==> config.mk <==
export PLATFORM = sky130hd
export DESIGN_NAME = mix_columns_iter
export DESIGN_NICKNAME = d
export VERILOG_FILES = /design/src/rtl/mix_columns_iter.sv
export SDC_FILE = /design/constraint.sdc
export NUM_CORES = 1
export LEC_CHECK = 0
export CAP_MARGIN = 10
export CORE_ASPECT_RATIO = 1.25
export CORE_UTILIZATION = 48
export CTS_BUF_LIST = sky130_fd_sc_hd__clkbuf_2 sky130_fd_sc_hd__clkbuf_4 sky130_fd_sc_hd__clkbuf_8
export CTS_CLUSTER_SIZE = 25
export DETAILED_ROUTE_END_ITERATION = 6
export GPL_TIMING_DRIVEN = 0
export PLACE_DENSITY = 0.88
export SYNTH_ARGS = -nofsm -noshare
export SYNTH_HDL_FRONTEND = slang
export SYNTH_SLANG_ARGS = --single-unit
==> constraint.sdc <==
create_clock -name clk -period 3 [get_ports clk]
set_input_delay 0.6 -clock clk [delete_from_list [all_inputs] [get_ports clk]]
set_output_delay 0.6 -clock clk [all_outputs]
set_load 0.01 [all_outputs]
==> src/rtl/mix_columns_iter.sv <==
// ---------------------------------------------------------------------------
// mix_columns_iter
//
// Column-serial AES MixColumns stage. Accepts the 128-bit state from the
// row-shift stage, registers it, and transforms COLS_PER_CYCLE columns per
// clock in place. The finished block is offered on a valid/ready handshake.
// last_round=1 skips the transform so the state passes through unchanged
// (the AES final round has no MixColumns).
//
// Ports:
//   clk        rising-edge clock for all state
//   rst_n      synchronous, active-low reset (aborts any block in flight)
//   in_valid   upstream offers state_in / last_round
//   in_ready   block can accept (IDLE only)
//   state_in   input state, column-major, byte MSB at the lowest index
//   last_round sampled at acceptance; 1 = bypass the transform
//   out_valid  state_out holds a finished block (DONE)
//   out_ready  downstream accepts
//   state_out  result, same byte layout as state_in
//   busy       high while RUN or DONE
// ---------------------------------------------------------------------------
module mix_columns_iter #(
   parameter int COLS_PER_CYCLE = 1
) (
   input  logic         clk,
   input  logic         rst_n,
   input  logic         in_valid,
   output logic         in_ready,
   input  logic [0:127] state_in,
   input  logic         last_round,
   output logic         out_valid,
   input  logic         out_ready,
   output logic [0:127] state_out,
   output logic         busy
);

   localparam int NRUN = 4 / COLS_PER_CYCLE;
   // col_idx value of the final column group of a block
   localparam logic [1:0] LAST_IDX = 2'((NRUN - 1) * COLS_PER_CYCLE);
   localparam logic [1:0] COL_STEP = 2'(COLS_PER_CYCLE);

   if (COLS_PER_CYCLE != 1 && COLS_PER_CYCLE != 2 && COLS_PER_CYCLE != 4) begin : g_bad_param
      $error("mix_columns_iter: COLS_PER_CYCLE must be 1, 2 or 4");
   end

   typedef enum logic [1:0] {
      S_IDLE = 2'd0,
      S_RUN  = 2'd1,
      S_DONE = 2'd2
   } state_t;

   state_t       state_reg, state_next;
   logic [1:0]   col_idx_reg, col_idx_next;
   logic [0:127] work_reg, work_next;

   // GF(2^8) multiply by 2, reducing by the AES polynomial
   function automatic logic [7:0] xtime(input logic [7:0] x);
      return {x[6:0], 1'b0} ^ (x[7] ? 8'h1b : 8'h00);
   endfunction

   // One MixColumns column: rows 0..3 sit at byte offsets 0, 8, 16, 24
   function automatic logic [0:31] mix_col(input logic [0:31] c);
      logic [7:0] a0, a1, a2, a3;
      logic [7:0] b0, b1, b2, b3;
      a0 = c[0:7];
      a1 = c[8:15];
      a2 = c[16:23];
      a3 = c[24:31];
      b0 = xtime(a0) ^ (xtime(a1) ^ a1) ^ a2 ^ a3;
      b1 = a0 ^ xtime(a1) ^ (xtime(a2) ^ a2) ^ a3;
      b2 = a0 ^ a1 ^ xtime(a2) ^ (xtime(a3) ^ a3);
      b3 = (xtime(a0) ^ a0) ^ a1 ^ a2 ^ xtime(a3);
      return {b0, b1, b2, b3};
   endfunction

   // Per-lane column position and transformed column for the current group
   logic [1:0]  col_pos [COLS_PER_CYCLE];
   logic [0:31] col_new [COLS_PER_CYCLE];

   for (genvar gi = 0; gi < COLS_PER_CYCLE; gi++) begin : g_col
      assign col_pos[gi] = col_idx_reg + 2'(gi);
      assign col_new[gi] = mix_col(work_reg[{col_pos[gi], 5'b0} +: 32]);
   end

   // State register (plus datapath registers)
   always_ff @(posedge clk) begin
      if (!rst_n) begin
         state_reg   <= S_IDLE;
         col_idx_reg <= 2'd0;
         work_reg    <= '0;
      end else begin
         state_reg   <= state_next;
         col_idx_reg <= col_idx_next;
         work_reg    <= work_next;
      end
   end

   // Next-state and datapath update
   always_comb begin
      state_next   = state_reg;
      col_idx_next = col_idx_reg;
      work_next    = work_reg;
      case (state_reg)
         S_IDLE: begin
            if (in_valid) begin
               work_next    = state_in;
               col_idx_next = 2'd0;
               // Final round has no MixColumns: go straight to the output
               state_next   = last_round ? S_DONE : S_RUN;
            end
         end
         S_RUN: begin
            for (int i = 0; i < COLS_PER_CYCLE; i++) begin
               work_next[{col_pos[i], 5'b0} +: 32] = col_new[i];
            end
            col_idx_next = col_idx_reg + COL_STEP;
            if (col_idx_reg == LAST_IDX) begin
               state_next = S_DONE;
            end
         end
         S_DONE: begin
            if (out_ready) begin
               state_next = S_IDLE;
            end
         end
         default: begin
            state_next = S_IDLE;
         end
      endcase
   end

   // Moore outputs
   always_comb begin
      in_ready  = (state_reg == S_IDLE);
      out_valid = (state_reg == S_DONE);
      busy      = (state_reg == S_RUN) || (state_reg == S_DONE);
   end

   assign state_out = work_reg;

endmodule

======== Word-level counts from Yosys, hierarchy flattened ========
Cells that the tools add are included.
cells by class
  mux-type cells .......................... 14
  bitwise operators ....................... 21
  add/subtract/negate cells ............... 2
  eq/ne operators ......................... 6
  reduce and logical (&&, ||, !) cells .... 5
  shifts and indexed selects .............. 3
operators with widths
  cell                         number
  $pmux W128 S2                1
  $shift A129 B9 Y128 const A  1
  $shiftx A128 B8 Y129         1
  $shiftx A129 B9 Y128         1
  $bwmux W128                  1
  $mux W128                    1
  $xor A8 B8 Y8                16
  $xor A8 B5 Y8                4
  $mux W5                      4
  $mux W2                      5
  $neg A8 Y9                   1
  $not A7 Y8                   1
  $pmux W2 S3                  1
  $eq A2 B2 Y1 const B         2
  $ne A2 B2 Y1 const B         2
  $pmux W2 S2                  1
  $reduce_and A3 Y1            1
  $add A2 B1 Y2 const B        1
  $eq A2 B1 Y1 const B         1
  $logic_not A2 Y1             1
  $ne A2 B1 Y1 const B         1
  $reduce_and A2 Y1            1
  $reduce_bool A2 Y1           1
  $logic_or A1 B1 Y1           1
storage, ports and cells
  flip-flop bits (word level) ............. 132
  logic and storage cells ................. 54
  bits of input ports ..................... 133

======== Logic depth before layout (Yosys ltp) ========
  depth in word-level cells ............... 11
  gate-level depth with buffers ........... 9
  gate-level depth less buffers ........... 7

======== Worst setup path before layout ========
Ideal clock, no wire load.
  kind .................................... flip-flop to flip-flop
  start ................................... reg col_idx_reg[1]
  end ..................................... reg work_reg (netlist bit state_out[10])
  path buffers ............................ 2
  library setup time ...................... 0.116 ns
  data arrival time ....................... 2.228 ns
  stages on the path, launching flop included .. 8
  data required time ...................... 2.884 ns
  path slack .............................. 0.656 ns
  cells stage by stage .................... dfxtp_1 -> buf_6 -> buf_6 -> mux4_2 -> xnor3_1 -> xnor2_1 -> o221ai_1 -> o211a_1
between the ends
  cells in the longest elaborated chain, start to end .. 11
  elaborated cells on any way between the ends .. 31
  those cells by class .................... add/sub: 1; shift: 3; mux: 6; bitwise: 21
ends and longest elaborated chain
  element                                                RTL line  source
  start: declaration                                     53        logic [1:0] col_idx_reg, col_idx_next;
  start signal: assignment                               93        col_idx_reg <= col_idx_next;
  $not A7 Y8 (not written as such) *                     82, 114
  $shiftx A128 B8 Y129                                   82        assign col_new[gi] = mix_col(work_reg[{col_pos[gi], 5'b0} +: 32]);
  $mux W5                                                58        return {x[6:0], 1'b0} ^ (x[7] ? 8'h1b : 8'h00);
  $xor A8 B5 Y8                                          58
  $xor A8 B8 Y8, on equally long branches (4 in series)  72, 69
  $shiftx A129 B9 Y128                                   114       work_next[{col_pos[i], 5'b0} +: 32] = col_new[i];
  $bwmux W128 *                                          114
  $pmux W128 S2 *                                        103       case (state_reg)
  end signal: assignment                                 94        work_reg <= work_next;
  end: declaration                                       54        logic [0:127] work_reg, work_next;
Mark *: on every way between the ends. The rest lies on a longest branch, timed or not.
A chain may end at the register's enable or synchronous reset.

======== Final worst setup path ========
  start ................................... reg col_idx_reg[0]
  end ..................................... reg work_reg (netlist bit state_out[24])
The elaborated chain is that of the path after synthesis.

==> summary.txt <==
Layout
  • Filler Cells Inserted: 1,203
  • Flip-flop count of the largest register after layout: 128
  • Layout Utilization: 0.6986
  • Footprint of the flip-flops and latches: 2644 µm²
  • Diode insertion count for antenna repair: 0
  • Layout-stage area growth over the synthesis result: 40.98%
  • Share of post-route cells with drive strength above 1: 0.08341
  • Nets: 1,207
  • Combined area of the multi-input logic cells: 4836 µm²

Placement
  • Post-detail-place hpwl: 24,070 µm
  • RD Place Congestion: 0.9533
  • IO buf count: 262

Route
  • Count of antenna-violating nets left after detailed routing: 0
  • WL final: 32,770 µm
  • Iteration count of the initial detailed-routing pass: 7
  • Post-detailed-route DRC marker count: 3
  • First DRT Iteration DRCs: 1,096
  • WL per Instance: 25.31 µm
  • Vias: 8,448
  • Via-to-Cell Ratio: 6.524

Global routing
  • Global-route usage over all layers: 0.3764
  • Global-route wire length before repair: 48,910 µm
  • Initial antenna violation count: 0
  • Maximum number of pins on one net before global-route repair: 17
  • Residual overflow from global routing: 0
  • Number of global-route vias before repair: 8,524

Job
  • Reported max-cap violation count: 0

Clock network
  • H-Tree Level Count: 4
  • Worst-skew pair later-pin latency: 460 ps
  • Post-CTS repair timing setup buffer count: 0
  • # hold bufs at CTS: 0
  • TritonCTS clock tree: built
  • CTS max path bufs: 2
  • Clock transition time at the flip-flop clock pins of the worst setup and hold paths: 90 ps
  • Number of sinks handled by clock tree synthesis: 132
  • TritonCTS Buffers: 17
  • Clock root buffer: sky130_fd_sc_hd__clkbuf_8

Synth
  • Most instantiated flip-flop cell in the synthesis netlist: sky130_fd_sc_hd__dfxtp_1
  • Dominant cells by area after synthesis: sky130_fd_sc_hd__dfxtp_1, sky130_fd_sc_hd__o211a_1, sky130_fd_sc_hd__xnor3_1, sky130_fd_sc_hd__o221ai_1, sky130_fd_sc_hd__mux4_2
  • Async set or reset register ratio after synthesis: 0
  • Synthesized net count: 926
  • Yosys top cell area share: 0.3253
  • Top cell types by occurrence after synthesis: sky130_fd_sc_hd__dfxtp_1, sky130_fd_sc_hd__inv_1, sky130_fd_sc_hd__o211a_1
  • Number of warnings reported in the yosys synthesis log: 0
  • Most frequent cell after synthesis: sky130_fd_sc_hd__dfxtp_1
  • Post-synthesis instance total: 786
  • Post-synthesis sequential area ratio: 0.3253
  • Cell type with the highest aggregate area in the netlist: sky130_fd_sc_hd__dfxtp_1
  • Syn_area_per_cell: 10.34 µm²
  • Number of synthesized flops with an enable pin: 0
  • Mapped Area: 8124 µm²
  • Flop and latch count out of synthesis: 132
  • Count of cell types in the netlist: 33

STA
  • Setup-violating endpoint count in the final report: 0
  • Rel. slew slack: 0.4493
  • Unrepaired setup endpoints after global routing: false
  • Hold Vio Cnt, Final: 0
  • Share of the clock period used by the worst path: 0.9786
  • Maximum operating frequency: 340.6 MHz
  • Final setup skew: 20.21 ps
  • Time the final worst path needs with I/O delays and setup: 2936 ps
  • Transition time at the pin with the least slew margin: 826.0 ps
  • Number of pins with negative max-slew slack in the final report: 0

Die
  • Floorplan die area: 17,450 µm²
  • Core area: 16,400 µm²
  • Horizontal die dimension: 118.4 µm
  • Row Count: 52
  • Boundary pin count: 264
  • Height of the die: 147.5 µm
  • Initial Util: 0.4955

Critical path
  • Crit Path Category: register to register
  • Delay of the slowest cell on the worst path: 630 ps
  • CP max-delay cell: sky130_fd_sc_hd__clkbuf_1
  • Most repeated library cell on the critical path: sky130_fd_sc_hd__inv_1
  • Worst endpoint required time: 3350 ps
  • R2r startpoint: col_idx_reg[0]$_SDFFE_PN0P_
  • Worst reg2reg path depth: 9
  • Critical path endpoint category: register
  • Critical path fanouts, max: 10
  • Type of element launching the critical path: register
  • R2R setup slack: 60 ps
  • Arrival time of the worst setup path: 3280 ps
  • CP top delay family: buffers and inverters
  • Worst path cell trace: buf_4 > buf_2 > inv_1 > ha_1 > inv_1 > a21oi_2 > clkbuf_1 > o221ai_1 > o211a_1
  • Buffers and inverters on the worst path: 5
  • Reg2Reg Capture Point: state_out[24]$_SDFFE_PN0P_

Min path
  • Worst min-delay path endpoint: state_reg[0]$_SDFFE_PN0P_
  • Worst hold path class: register to register
  • Worst hold start: state_reg[0]$_SDFFE_PN0P_
  • Min-Delay Path Depth: 2

Pwr
  • Leakage dissipation: 5.215 nW
  • Pwr per Cell Area: 1184 nW/µm²
  • Largest voltage drop on the vdd net: 652.1 µV
  • Total Power Consumption: 13.57 mW

Outcome
  • Status: finished with violations
  • Failing checks: design-rule violations
==> cell type report <==
class                   count  share of cell area
flip-flops and latches    132              0.2308
inverters                  92             0.03015
plain buffers              75             0.02840
well taps                 216             0.02360
clock inverters            14             0.01540
clock buffers              17             0.02043
multi-input cells         487              0.4222
repair buffers            262              0.2290
==> logic make-up (layout without fill, tap and decap cells) <==
family / Yosys count / after routing / share of synthesized area
AO/OA/AOI/OAI: 265 / 265 / 0.2627
XOR/XNOR: 73 / 73 / 0.1614
adder cells (fa/ha/maj): 7 / 7 / 0.01078
buffers and inverters: 167 / 460 / 0.08209
flip-flops: 132 / 132 / 0.3253
multiplexers: 32 / 32 / 0.08871
AND/OR/NAND/NOR: 110 / 110 / 0.06900
==> worst register-to-register path: cells and delay by family, from the launching register on <==
family / cells / cell delay [ps]
compound gates: 3 / 900
fa+ha+maj: 1 / 220
buf+inv: 5 / 1310
flops: 1 / 400
==> where the power goes <==
part,switching [mW],internal [mW],leakage [nW],total (mW)
registers,0.630,2.42,1.10,3.05
logic,4.66,4.23,3.92,8.90
clock network,0.791,0.829,0.204,1.62
==> how the worst max path moves through the flow <==
stage / startpoint / endpoint / slack (ps) / cells after the start
after floorplan: col_idx_reg[1]$_SDFFE_PN0P_ / state_out[10]$_SDFFE_PN0P_ / 660 / 7
after global placement: in_valid / state_out[71]$_SDFFE_PN0P_ / -430 / 7
after detailed placement: in_valid / state_out[72]$_SDFFE_PN0P_ / -490 / 7
after CTS: state_reg[0]$_SDFFE_PN0P_ / state_out[96]$_SDFFE_PN0P_ / 8 / 8
after global routing: col_idx_reg[0]$_SDFFE_PN0P_ / state_out[10]$_SDFFE_PN0P_ / 30 / 9
final: col_idx_reg[0]$_SDFFE_PN0P_ / state_out[24]$_SDFFE_PN0P_ / 60 / 9
==> cell usage in the layout, fill, tap and decap left out, types with 2 or more instances in the layout <==
master	instances
sky130_fd_sc_hd__buf_4	2
sky130_fd_sc_hd__ha_1	7
sky130_fd_sc_hd__xor2_1	3
sky130_fd_sc_hd__xnor2_2	10
sky130_fd_sc_hd__inv_6	5
sky130_fd_sc_hd__clkbuf_1	64
sky130_fd_sc_hd__clkinv_2	2
sky130_fd_sc_hd__nor2b_1	4
sky130_fd_sc_hd__clkinv_4	2
sky130_fd_sc_hd__mux4_2	32
sky130_fd_sc_hd__a31oi_1	44
sky130_fd_sc_hd__xor3_1	6
sky130_fd_sc_hd__nand2b_1	47
sky130_fd_sc_hd__clkdlybuf4s50_1	262
sky130_fd_sc_hd__o221ai_1	84
sky130_fd_sc_hd__nand2_1	47
sky130_fd_sc_hd__nand3_1	3
sky130_fd_sc_hd__buf_6	4
sky130_fd_sc_hd__a21boi_0	2
sky130_fd_sc_hd__nor3_1	2
sky130_fd_sc_hd__xnor3_1	36
sky130_fd_sc_hd__bufinv_16	3
sky130_fd_sc_hd__o21ai_0	44
sky130_fd_sc_hd__inv_1	92
sky130_fd_sc_hd__clkinvlp_4	2
sky130_fd_sc_hd__buf_2	4
sky130_fd_sc_hd__xnor2_1	17
sky130_fd_sc_hd__a21oi_2	3
sky130_fd_sc_hd__and3_1	2
sky130_fd_sc_hd__dfxtp_1	131
sky130_fd_sc_hd__o211a_1	85
sky130_fd_sc_hd__clkbuf_8	17
==> metrics by stage <==
stage / std cells / hold WS (ps) / worst slack [ps] / setup TNS, ps / area, µm²
floorplan: 786 / 472.0 / 656.3 / 0 / 8124
global placement: 1264 / 491.8 / -429.8 / -22730 / 11020
detailed placement: 1264 / 508.8 / -492.3 / -28940 / 11020
CTS: 1295 / 527.7 / 8.071 / 0 / 11440
global route: 1295 / 543.9 / 28.40 / 0 / 11450
finish: 1295 / 526.1 / 64.23 / 0 / 11450
==> repair_timing <==
item                                    4_1_cts  5_1_grt
endpoints found under the setup margin       47       50
hold endpoints to repair                      0        0
pin swaps                                     0        0
resized for setup                             4        5
==> metal layers <==
metal	GRT usage	vias up	routed length, µm
li1	-	3506	-
met1	0.4237	3876	10710
met2	0.6068	856	15010
met3	0.1092	210	4370
met4	0.2821	0	2683
met5	0	-	0
Power figures use the tool's default switching activity.
